===== config.mk =====
export PLATFORM = sky130hd
export DESIGN_NAME = microwave_timer_ctrl
export DESIGN_NICKNAME = d
export VERILOG_FILES = /design/src/rtl/microwave_timer_ctrl.sv
export SDC_FILE = /design/constraint.sdc
export NUM_CORES = 1
export LEC_CHECK = 0
export ABC_AREA = 1
export ABC_CLOCK_PERIOD_IN_PS = 1600
export CAP_MARGIN = 20
export CELL_PAD_IN_SITES_DETAIL_PLACEMENT = 0
export CELL_PAD_IN_SITES_GLOBAL_PLACEMENT = 1
export CORE_ASPECT_RATIO = 0.6
export CORE_MARGIN = 2
export CORE_UTILIZATION = 35
export CTS_BUF_LIST = sky130_fd_sc_hd__clkbuf_8
export DETAILED_ROUTE_END_ITERATION = 10
export PLACE_DENSITY_LB_ADDON = 0.1
export SYNTH_ARGS = -nofsm -noshare
export SYNTH_HDL_FRONTEND = slang
export SYNTH_SLANG_ARGS = --single-unit

===== constraint.sdc =====
create_clock -name clk -period 1.6 [get_ports clk]
set_input_delay 0.32 -clock clk [delete_from_list [all_inputs] [get_ports clk]]
set_output_delay 0.32 -clock clk [all_outputs]
set_load 0.02 [all_outputs]

===== src/rtl/microwave_timer_ctrl.sv =====
// Microwave cook-timer controller: BCD time entry, load of external digit counters,
// run/pause countdown gating and end-of-cook beep timing.
module microwave_timer_ctrl #(
  parameter int BEEP_TICKS = 3
) (
  input  logic        clk,
  input  logic        clear,
  input  logic        tick_1hz,
  input  logic        key_valid,
  input  logic [3:0]  key_digit,
  input  logic        start,
  input  logic        stop_clr,
  input  logic        door_closed,
  input  logic [3:0]  zero_flags,
  output logic        load_n,
  output logic [15:0] load_data,
  output logic        count_en,
  output logic        mag_on,
  output logic        done_beep,
  output logic [2:0]  state
);

  typedef enum logic [2:0] {
    IDLE  = 3'd0,
    ENTRY = 3'd1,
    LOAD  = 3'd2,
    RUN   = 3'd3,
    PAUSE = 3'd4,
    DONE  = 3'd5
  } state_t;

  localparam int BW = (BEEP_TICKS > 1) ? $clog2(BEEP_TICKS) : 1;
  localparam logic [BW-1:0] BEEP_LAST = BW'(BEEP_TICKS - 1);

  state_t         state_q, state_d;
  logic [15:0]    entry_q, entry_d;
  logic [BW-1:0]  beep_q, beep_d;

  logic           all_zero;
  logic           key_ok;
  logic           start_ok;
  logic [15:0]    entry_shift;

  // Handshake: key_valid is a single-cycle strobe qualifying key_digit; there is no
  // back-pressure, so a key arriving in a state that cannot use it is simply dropped.
  assign all_zero    = &zero_flags;
  assign key_ok      = key_valid && (key_digit <= 4'd9);
  assign entry_shift = {entry_q[11:0], key_digit};
  // Seconds-tens must be a legal 0..5 digit or the counters would count from an invalid time.
  assign start_ok    = door_closed && (entry_q != 16'h0000) && (entry_q[7:4] <= 4'd5);

  always_ff @(posedge clk or negedge clear) begin
    if (!clear) begin
      state_q <= IDLE;
      entry_q <= 16'h0000;
      beep_q  <= '0;
    end else begin
      state_q <= state_d;
      entry_q <= entry_d;
      beep_q  <= beep_d;
    end
  end

  // Request priority inside each state: stop_clr, then start, then key_valid.
  always_comb begin
    state_d = state_q;
    entry_d = entry_q;
    beep_d  = '0;
    case (state_q)
      IDLE: begin
        if (stop_clr) begin
          entry_d = 16'h0000;
        end else if (start) begin
          state_d = IDLE;
        end else if (key_ok) begin
          entry_d = entry_shift;
          state_d = ENTRY;
        end
      end
      ENTRY: begin
        if (stop_clr) begin
          entry_d = 16'h0000;
          state_d = IDLE;
        end else if (start) begin
          if (start_ok) state_d = LOAD;
        end else if (key_ok) begin
          entry_d = entry_shift;
        end
      end
      LOAD: begin
        state_d = RUN;
      end
      RUN: begin
        if (stop_clr)          state_d = PAUSE;
        else if (all_zero)     state_d = DONE;
        else if (!door_closed) state_d = PAUSE;
      end
      PAUSE: begin
        if (stop_clr) begin
          entry_d = 16'h0000;
          state_d = IDLE;
        end else if (start && door_closed) begin
          state_d = RUN;
        end
      end
      DONE: begin
        beep_d = beep_q;
        if (stop_clr) begin
          entry_d = 16'h0000;
          beep_d  = '0;
          state_d = IDLE;
        end else if (tick_1hz) begin
          if (beep_q == BEEP_LAST) begin
            entry_d = 16'h0000;
            beep_d  = '0;
            state_d = IDLE;
          end else begin
            beep_d = beep_q + 1'b1;
          end
        end
      end
      default: begin
        entry_d = 16'h0000;
        state_d = IDLE;
      end
    endcase
  end

  // Outputs decode from the registered state only, so reset forces them immediately.
  assign load_n    = (state_q != LOAD);
  assign load_data = entry_q;
  assign count_en  = (state_q == RUN) && tick_1hz && door_closed && !all_zero;
  assign mag_on    = (state_q == RUN) && door_closed;
  assign done_beep = (state_q == DONE);
  assign state     = state_q;

endmodule

==> results.py <==
metrics = {
    "run_status": {
        "outcome": "completed",
    },
    "timing": {
        "slew-limit-headroom_pct": 79.7,
        "fmax_mhz": 628,
        "finalHoldViolCount": 0,
        "finalSetupViolCount": 0,
        "clock_skew_ps": 5.88,
        "finalCritPeriodShare_pct": 99.4,
        "tns_ps": 0,
        "grt_setup_unrepaired": "true",
        "maxSlewViolCount": 0,
        "min_period_ps": 1590,
        "tightest_slew_ps": 304,
        "worst_slack_ps": 8.82,
    },
    "logic_synthesis": {
        "ys_seq_area_share_pct": 39.2,
        "yosys_warnings": 0,
        "synthArstFlopShare_pct": 100,
        "synth.distinct_cells": 22,
        "synth-edff-count": 0,
        "synth_cells": 165,
        "synth_seq_cells": 21,
        "synthesis.nets": 180,
        "synthFlopType": "dfrtp_1",
        "syn_area_mm2": 0.00134,
        "synth.avg_cell_area_um2": 8.12,
    },
    "flow_run": {
        "maxCapViolCount": 0,
    },
    "clocking": {
        "cts_tree": "yes",
        "htree_levels": 1,
        "ctsRootBufferMaster": "clkbuf_8",
        "clock_sinks": 21,
        "path_clk_slew_ps": 80,
        "cts_buffers": 3,
        "worstSkewPairLatency_ps": 270,
        "clockBufferDepth": 2,
    },
    "grt": {
        "grt_pass1_vias": 1267,
        "grt_max_degree": 26,
        "grt_pass1_wl_mm": 6.15,
        "grt_use_total_pct": 18.3,
        "antenna_found_initial": 0,
        "grt_remaining_overflow": 0,
    },
    "critical_path": {
        "required_ps": 1280,
        "critPathMaxFanout": 5,
        "cp.arrival_ps": 1270,
        "worst_setup_path_end_kind": "output pin",
        "worst-r2r-setup-slack_ps": 9,
        "setup.worst_path.class": "register to output pin",
        "start_kind": "register",
    },
    "drt": {
        "drtAntennaViolNets": 0,
        "viasPerCell": 4.75,
        "wl_mm": 4.23,
        "drt_pass1_iterations": 6,
        "drc": 0,
        "vias": 1368,
        "drt-wirelength-per-cell_um": 14.7,
        "drtIter0Drc": 114,
    },
    "floorplanning": {
        "num_rows": 17,
        "die-area_mm2": 0.00436,
        "core-area_mm2": 0.00368,
        "die-width_um": 83.9,
        "dieHeight_um": 51.9,
        "ios": 38,
        "initial_utilization_pct": 36.4,
    },
    "cells_and_area": {
        "drive_above_1_share_pct": 40.7,
        "final_util_pct": 60.5,
        "synthToLayoutAreaGrowth_pct": 66.1,
        "fin_nets": 257,
        "nFillCells": 327,
        "antennaDiodeCount": 0,
        "instances_no_fill": 288,
    },
    "placement": {
        "port-buffer-count": 37,
        "dp_slack_ps": -430,
        "place_congestion": 0.866,
        "place_inst": 278,
        "dp_hpwl_mm": 2.88,
    },
    "pwr": {
        "power.density_mw_per_mm2": 1680,
        "power_mw": 3.74,
        "irDropWorstVdd_mv": 0.982,
        "p_leak_nw": 1.28,
    },
    "worst_hold_path": {
        "worstHoldPathType": "primary input to async pin",
    },
}
[power by group]
part           leakage (nW)  switching (mW)  total, mW  internal [mW]
registers             0.286           0.166      0.852          0.686
logic                 0.964            1.37       2.53           1.16
clock network        0.0255           0.185      0.359          0.174
[cell usage in the layout, fill, tap and decap left out, drive strengths merged]
cell type	n
nand2	44
buf	41
nand3	26
nor2	24
dfrtp	21
o21ai	19
clkdlybuf4s50	15
inv	15
dlygate4sd2	11
dlymetal6s2s	7
clkbuf	7
nand4	2
a21oi	2
nand3b	2
clkinvlp	1
nor3	1
o21bai	1
a211oi	1
clkinv	1
[layout make-up]
cell class	instances	area, µm²	share of cell area [%]
Clock buffer	3	41.3	1.85
Clock inverter	1	5.00	0.225
Inverter	16	66.3	2.98
Multi-Input combinational cell	122	764	34.3
Sequential cell	21	526	23.6
Tap cell	47	58.8	2.64
Timing Repair Buffer	78	764	34.3
[final timing paths]
path / cells after the start / end / startpoint
max in group asynchronous: 2 / state[0] / clear
min in group clk: 2 / load_data[12] / load_data[12]
worst min register to register: 2 / load_data[12] / load_data[12]
worst max-delay path: 6 / load_n / state[2]
worst min-delay path: 2 / load_data[8] / clear
worst max register to register: 12 / load_data[9] / state[1]
[flip-flops by register name, indices dropped and copies added (netlist names)]
register / cells
beep_q: 2
state: 3
load_data: 16
[worst max-delay path, stage by stage, from the launching register on]
cell and delay [ps]:
dfrtp_1 390, buf_6 140, clkinvlp_4 90, nand2_2 60
nor2_2 120, inv_1 40, buf_2 150
[per-layer routing]
metal | global-route usage, % | part of all wire (%) | vias to the layer above
met2 | 26.8 | 41 | 38
met5 | 0 | 0 | -
met3 | 5.56 | 6.3 | 4
met4 | 3.23 | 0.45 | 0
met1 | 26.6 | 52 | 638
li1 | - | - | 688
[what timing repair did]
item,in CTS,in global routing
pin swaps,0,4
buffers inserted,0,2
gates resized for setup,24,37
setup endpoints to repair,29,29
hold buffers,0,0
gates cloned,0,4
[metrics by stage]
step           instance area [µm²]  hold slack (ps)
2_1_floorplan                 1350             24.4
3_3_place_gp                  1980              493
3_5_place_dp                  1980              501
4_1_cts                       2010              412
5_1_grt                       2230              435
6_report                      2230              404
[logic make-up (layout without fill, tap and decap cells)]
group / after synthesis / after routing / share of synthesized area [%]
buffers and inverters: 22 / 98 / 9.71
AOI/OAI and AO/OA: 23 / 23 / 14.3
DFF: 21 / 21 / 39.2
and+or+nand+nor: 99 / 99 / 36.8
[cell usage after synthesis, types with 3 or more instances]
master    n  share of area (%)
nand3_1  24                9.0
nand2_1  28                7.8
nand2_2  15                7.0
dfrtp_1  21                 39
o21ai_2  16                 10
inv_1    14                3.9
nor2_1   20                5.6
o21ai_0   3                1.1
Power figures use the tool's default switching activity.
==> edit 1, RTL diff (config.mk and constraints unchanged) <==
`BEEP_TICKS`: 3 -> 6.
--- a/src/rtl/microwave_timer_ctrl.sv
+++ b/src/rtl/microwave_timer_ctrl.sv
@@ -1,7 +1,7 @@
 // Microwave cook-timer controller: BCD time entry, load of external digit counters,
 // run/pause countdown gating and end-of-cook beep timing.
 module microwave_timer_ctrl #(
-  parameter int BEEP_TICKS = 3
+  parameter int BEEP_TICKS = 6
 ) (
   input  logic        clk,
   input  logic        clear,
Behaviour: not the same (a bounded check fails within 10 cycles, from zero or initial values).
==> edit 1 against the unedited design <==
  * Synthesized area is 0.65% lower
  * Highest routed layer unchanged
  * First-iteration DRC count is 68% lower
  * Routed wire length is 15% lower
  * Design area is 6.5% lower
  * Non-clock buffer count is 11 lower
  * Fmax is 0.95% lower
  * Clock skew is 0.0025 ns lower
  * Total power is 9.2% lower
  * Sequential cell count is 1 higher
  * Setup slack worse by 0.015 ns
  * The flow now finishes with violations (negative setup slack)
==> edit 1: results (changes against the unedited design) <==
stage	metric	value	unit	change
critical_path	CP max FO	3		-2
drt	met3 wire len	157	um	-41%
clocking	clock root buffer	clkbuf_8		
synthesis	syn avg cell area	7.56	um2	-6.9%
sta	setup TNS	-0.00647	ns	-0.00647 ns
power_and_ir_drop	maximum vdd drop	0.842	mV	-14%
clocking	TritonCTS buffer count	3		unchanged
final_layout	Layout Cells excl Fill	289		+0.35%
status	status	complete, but fails checks		
sta	Final Skew	0.00340	ns	-0.00248 ns
critical_path	worst r2r src	state[1]$_DFFE_PN0P_		
sta	Worst Tran Pin Value	0.316	ns	+0.0120 ns
global_route	M3 GR Usage	0.0429		-0.0127
critical_path	CP Class	flip-flop to output pin		
power_and_ir_drop	Leakage	1.13	nW	-12%
critical_path	r2r setup slk	0.02	ns	
critical_path	WP data arrival	1.29	ns	+0.02 ns
final_layout	Fillers	342		+4.6%
global_route	GR met1 Demand/Resource	0.257		-0.00965
global_route	vias in the first global route	1149		-9.3%
global_route	initial antenna violation count	0		unchanged
drt	DRT Pass-1 Iters	4		-2
final_layout	layout cells sized above 1	0.339		-0.0678
synthesis	Synth top cells by count	nand2_1 (63), nor2_1 (23), dfrtp_1 (22)		
placement	HPWL Detailed	2580	um	-10%
synthesis	top cells by area, synth	dfrtp_1 (41%), nand2_1 (18%), o21ai_2 (11%)		
final_layout	Diodes inserted	0		unchanged
status	failing checks	negative setup slack		
synthesis	Seq/Total Area, Yosys	0.414		+0.0214
synthesis	Synth Flop Type	dfrtp_1		
final_layout	nets	259		+0.78%
hold_path	min-delay worst type	primary input to asynchronous set/reset pin		
drt	vias per cell	4.67		-1.7%
sta	# setup viols final	1		+1
synthesis	Unique masters post-synth	24		+9.1%
placement	worst slack, placed	-0.380	ns	+0.0503 ns
placement	Placed Cells	277		-0.36%
global_route	met2 Use GR	0.247		-0.0213
global_route	first-pass GRT wire length	5660	um	-8.1%
placement	placer congestion estimate	0.805		-7.1%
clocking	H-tree Lvls	1		unchanged
drt	M1 WL	1840	um	-16%
synthesis	Yosys warnings	0		unchanged
critical_path	reg-to-reg endpoint	load_data[4]$_DFFE_PN0P_		
critical_path	Reg2Reg Depth	12		unchanged
synthesis	Mapped Nets	191		+6.1%
drt	WL met2	1580	um	-10%
sta	Setup WS post-layout	-0.00647	ns	-0.0153 ns
final_layout	max reg flops	16		unchanged
global_route	largest net degree at the start of global routing	23		-12%
clocking	post-cts resize count	44		+83%
clocking	post-CTS setup buffers	5		+5
global_route	All-Layer GR Usage	0.171		-0.0113
drt	Starting DRT DRC Count	36		-68%
drt	final wirelength	3600	um	-15%
-- edit 1: cell families (layout without fill, tap and decap cells) --
| logic type | Yosys count | in the layout | share of synthesized area |
|---|---|---|---|
| AND/OR/NAND/NOR | 107 | 107 | 0.347 |
| AO/OA/AOI/OAI | 27 | 27 | 0.159 |
| flip-flops | 22 | 22 | 0.414 |
| buffers and inverters | 20 | 86 | 0.0808 |
-- edit 1: stage by stage --
| step | hold slack, ns | cell area, um2 |
|---|---|---|
| floorplan | 0.0244 | 1340 |
| global placement | 0.494 | 1900 |
| detailed placement | 0.501 | 1900 |
| CTS | 0.406 | 2030 |
| global route | 0.429 | 2080 |
| finish | 0.398 | 2080 |
-- edit 1: cell type report --
type                            count  area share
Multi-Input combinational cell    134       0.358
Timing Repair Buffer               67       0.300
Sequential cell                    22       0.264
Inverter                           16      0.0288
Tap cell                           47      0.0282
Clock buffer                        3      0.0198
-- edit 1: worst max-delay path by stage --
stage	startpoint	endpoint	slack [ns]	depth (start not counted)
floorplan	state[0]$_DFFE_PN0P_	count_en	0.06	4
global placement	zero_flags[2]	count_en	-0.37	7
detailed placement	zero_flags[3]	count_en	-0.38	7
CTS	state[1]$_DFFE_PN0P_	load_data[6]$_DFFE_PN0P_	-0.04	13
global route	state[1]$_DFFE_PN0P_	load_data[6]$_DFFE_PN0P_	-0.1	12
finish	state[2]$_DFFE_PN0P_	count_en	-0.006	5
-- edit 1: report_power, final --
group	internal [W]	switching (W)	total [W]
registers	0.000728	0.000200	0.000928
clock network	0.000168	0.000174	0.000342
logic	0.000928	0.00120	0.00213
total	0.00182	0.00157	0.00340
-- edit 1: critical path: stages, from the launching register on --
cell     delay [ns]
dfrtp_1        0.42
buf_6          0.14
nor2_4         0.10
nand2_2        0.06
nor3_2         0.14
buf_4          0.16
==> edit 2, RTL diff (config.mk and constraints unchanged) <==
Made on the original files. Register the outputs `load_n`, `count_en`, `mag_on` and `done_beep`, with the module's reset; this adds one clock of latency there. The other outputs are not delayed to match.
--- a/src/rtl/microwave_timer_ctrl.sv
+++ b/src/rtl/microwave_timer_ctrl.sv
@@ -127,11 +127,20 @@
   end
 
   // Outputs decode from the registered state only, so reset forces them immediately.
-  assign load_n    = (state_q != LOAD);
   assign load_data = entry_q;
-  assign count_en  = (state_q == RUN) && tick_1hz && door_closed && !all_zero;
-  assign mag_on    = (state_q == RUN) && door_closed;
-  assign done_beep = (state_q == DONE);
+  always_ff @(posedge clk or negedge clear) begin
+    if (!clear) begin
+      load_n    <= '0;
+      count_en  <= '0;
+      mag_on    <= '0;
+      done_beep <= '0;
+    end else begin
+      load_n    <= (state_q != LOAD);
+      count_en  <= (state_q == RUN) && tick_1hz && door_closed && !all_zero;
+      mag_on    <= (state_q == RUN) && door_closed;
+      done_beep <= (state_q == DONE);
+    end
+  end
   assign state     = state_q;
 
 endmodule
Check against the original RTL: not equivalent (Yosys sat finds a counterexample within 4 cycles, from zero or initial values).
==> edit 2 against the unedited design <==
  * Total power is 24% lower
  * Highest routed layer unchanged
  * Routed wire length is 15% lower
  * Non-clock buffer count is 30 lower
  * Sequential share of layout area is 9.2 points higher
  * Combinational power is 43% lower
  * Critical path type unchanged
  * Global-route usage is 0.50 points lower
  * Synthesized area is 2.6% higher
  * Sequential power is 20% higher
  * Sequential cell count is 4 higher
  * Synthesized cell count is 16% higher
  * Fmax is 4.5% higher
  * Design area is 14% lower
  * Setup slack better by 0.069 ns
==> edit 2: results (changes against the unedited design) <==
stage	metric	value	unit	change
global_route	All-Layer GR Usage	0.178		-0.00504
synthesis	top cells by area, synth	dfrtp_1 (45%), nand2_1 (16%), nand3_1 (11%)		
power_and_ir_drop	maximum vdd drop	0.714	mV	-27%
critical_path	Crit path largest cell delay	0.60	ns	+0.21 ns
synthesis	Unique masters post-synth	20		-9.1%
power_and_ir_drop	Leakage	1.13	nW	-12%
critical_path	r2r setup slk	0.09	ns	+0.08 ns
sta	f_max	657	MHz	+4.5%
final_layout	Fillers	375		+15%
sta	Slew headroom	0.782		-0.0146
sta	Fin Hold WS	0.399	ns	-0.00533 ns
critical_path	Worst Setup EP	done_beep		
placement	worst slack, placed	-0.115	ns	+0.315 ns
sta	Final Skew	0.00752	ns	+0.00164 ns
drt	routed length per instance	12.6	um	-14%
global_route	vias in the first global route	1239		-2.2%
drt	met3 wire len	278	um	+4.1%
status	status	complete, no violations		
drt	WL met2	1470	um	-16%
synthesis	Synth top cells by count	nand2_1 (58), nor2_1 (32), nand3_1 (30)		
critical_path	CP max FO	1		-4
critical_path	worst r2r src	state[0]$_DFFE_PN0P_		
global_route	GR met1 Demand/Resource	0.271		+0.00496
critical_path	critical path launch point	done_beep$_DFF_PN0_		
placement	placer congestion estimate	0.894		+3.3%
drt	DRT Pass-1 Iters	5		-1
placement	Placed Cells	282		+1.4%
final_layout	Layout Cells excl Fill	286		-0.69%
drt	total number of vias	1364		-0.29%
synthesis	Seq/Total Area, Yosys	0.455		+0.0628
synthesis	Mapped Nets	206		+14%
placement	HPWL Detailed	2780	um	-3.6%
global_route	first-pass GRT wire length	6020	um	-2.2%
global_route	met2 Use GR	0.252		-0.0160
global_route	M3 GR Usage	0.0457		-0.00989
synthesis	Synth Area in Compound Gates	0.0482		-0.0946
placement	placed inst area	1870	um2	-5.6%
critical_path	reg-to-reg endpoint	load_data[4]$_DFFE_PN0P_		
final_layout	layout cells sized above 1	0.109		-0.298
edit 2: cell types whose count changed in the layout (fill, tap and decap cells not counted), moves of 4 or more:
cell     delta
nand2_1    +33
buf_4      -22
nor2_1     +15
o21ai_2    -14
inv_1      +12
nand2_2    -10
nand2_4     -8
nand3_1     +6
buf_6       -4
edit 2: cell type report:
cell class | instances | share of cell area
Tap cell | 47 | 0.0308
Clock inverter | 1 | 0.00262
Sequential cell | 25 | 0.328
Clock buffer | 3 | 0.0216
Timing Repair Buffer | 48 | 0.241
Inverter | 27 | 0.0530
Multi-Input combinational cell | 135 | 0.323
edit 2: what timing repair did:
| item | in CTS | in global routing |
|---|---|---|
| buffers inserted | 0 | 0 |
| gates resized for setup | 15 | 5 |
| endpoints found under the setup margin | 14 | 5 |
edit 2: where the power goes:
part	leakage (nW)	internal (W)	total (W)	switching (W)
clock network	0.0255	0.000174	0.000381	0.000207
registers	0.335	0.000809	0.00102	0.000207
logic	0.765	0.000567	0.00144	0.000869
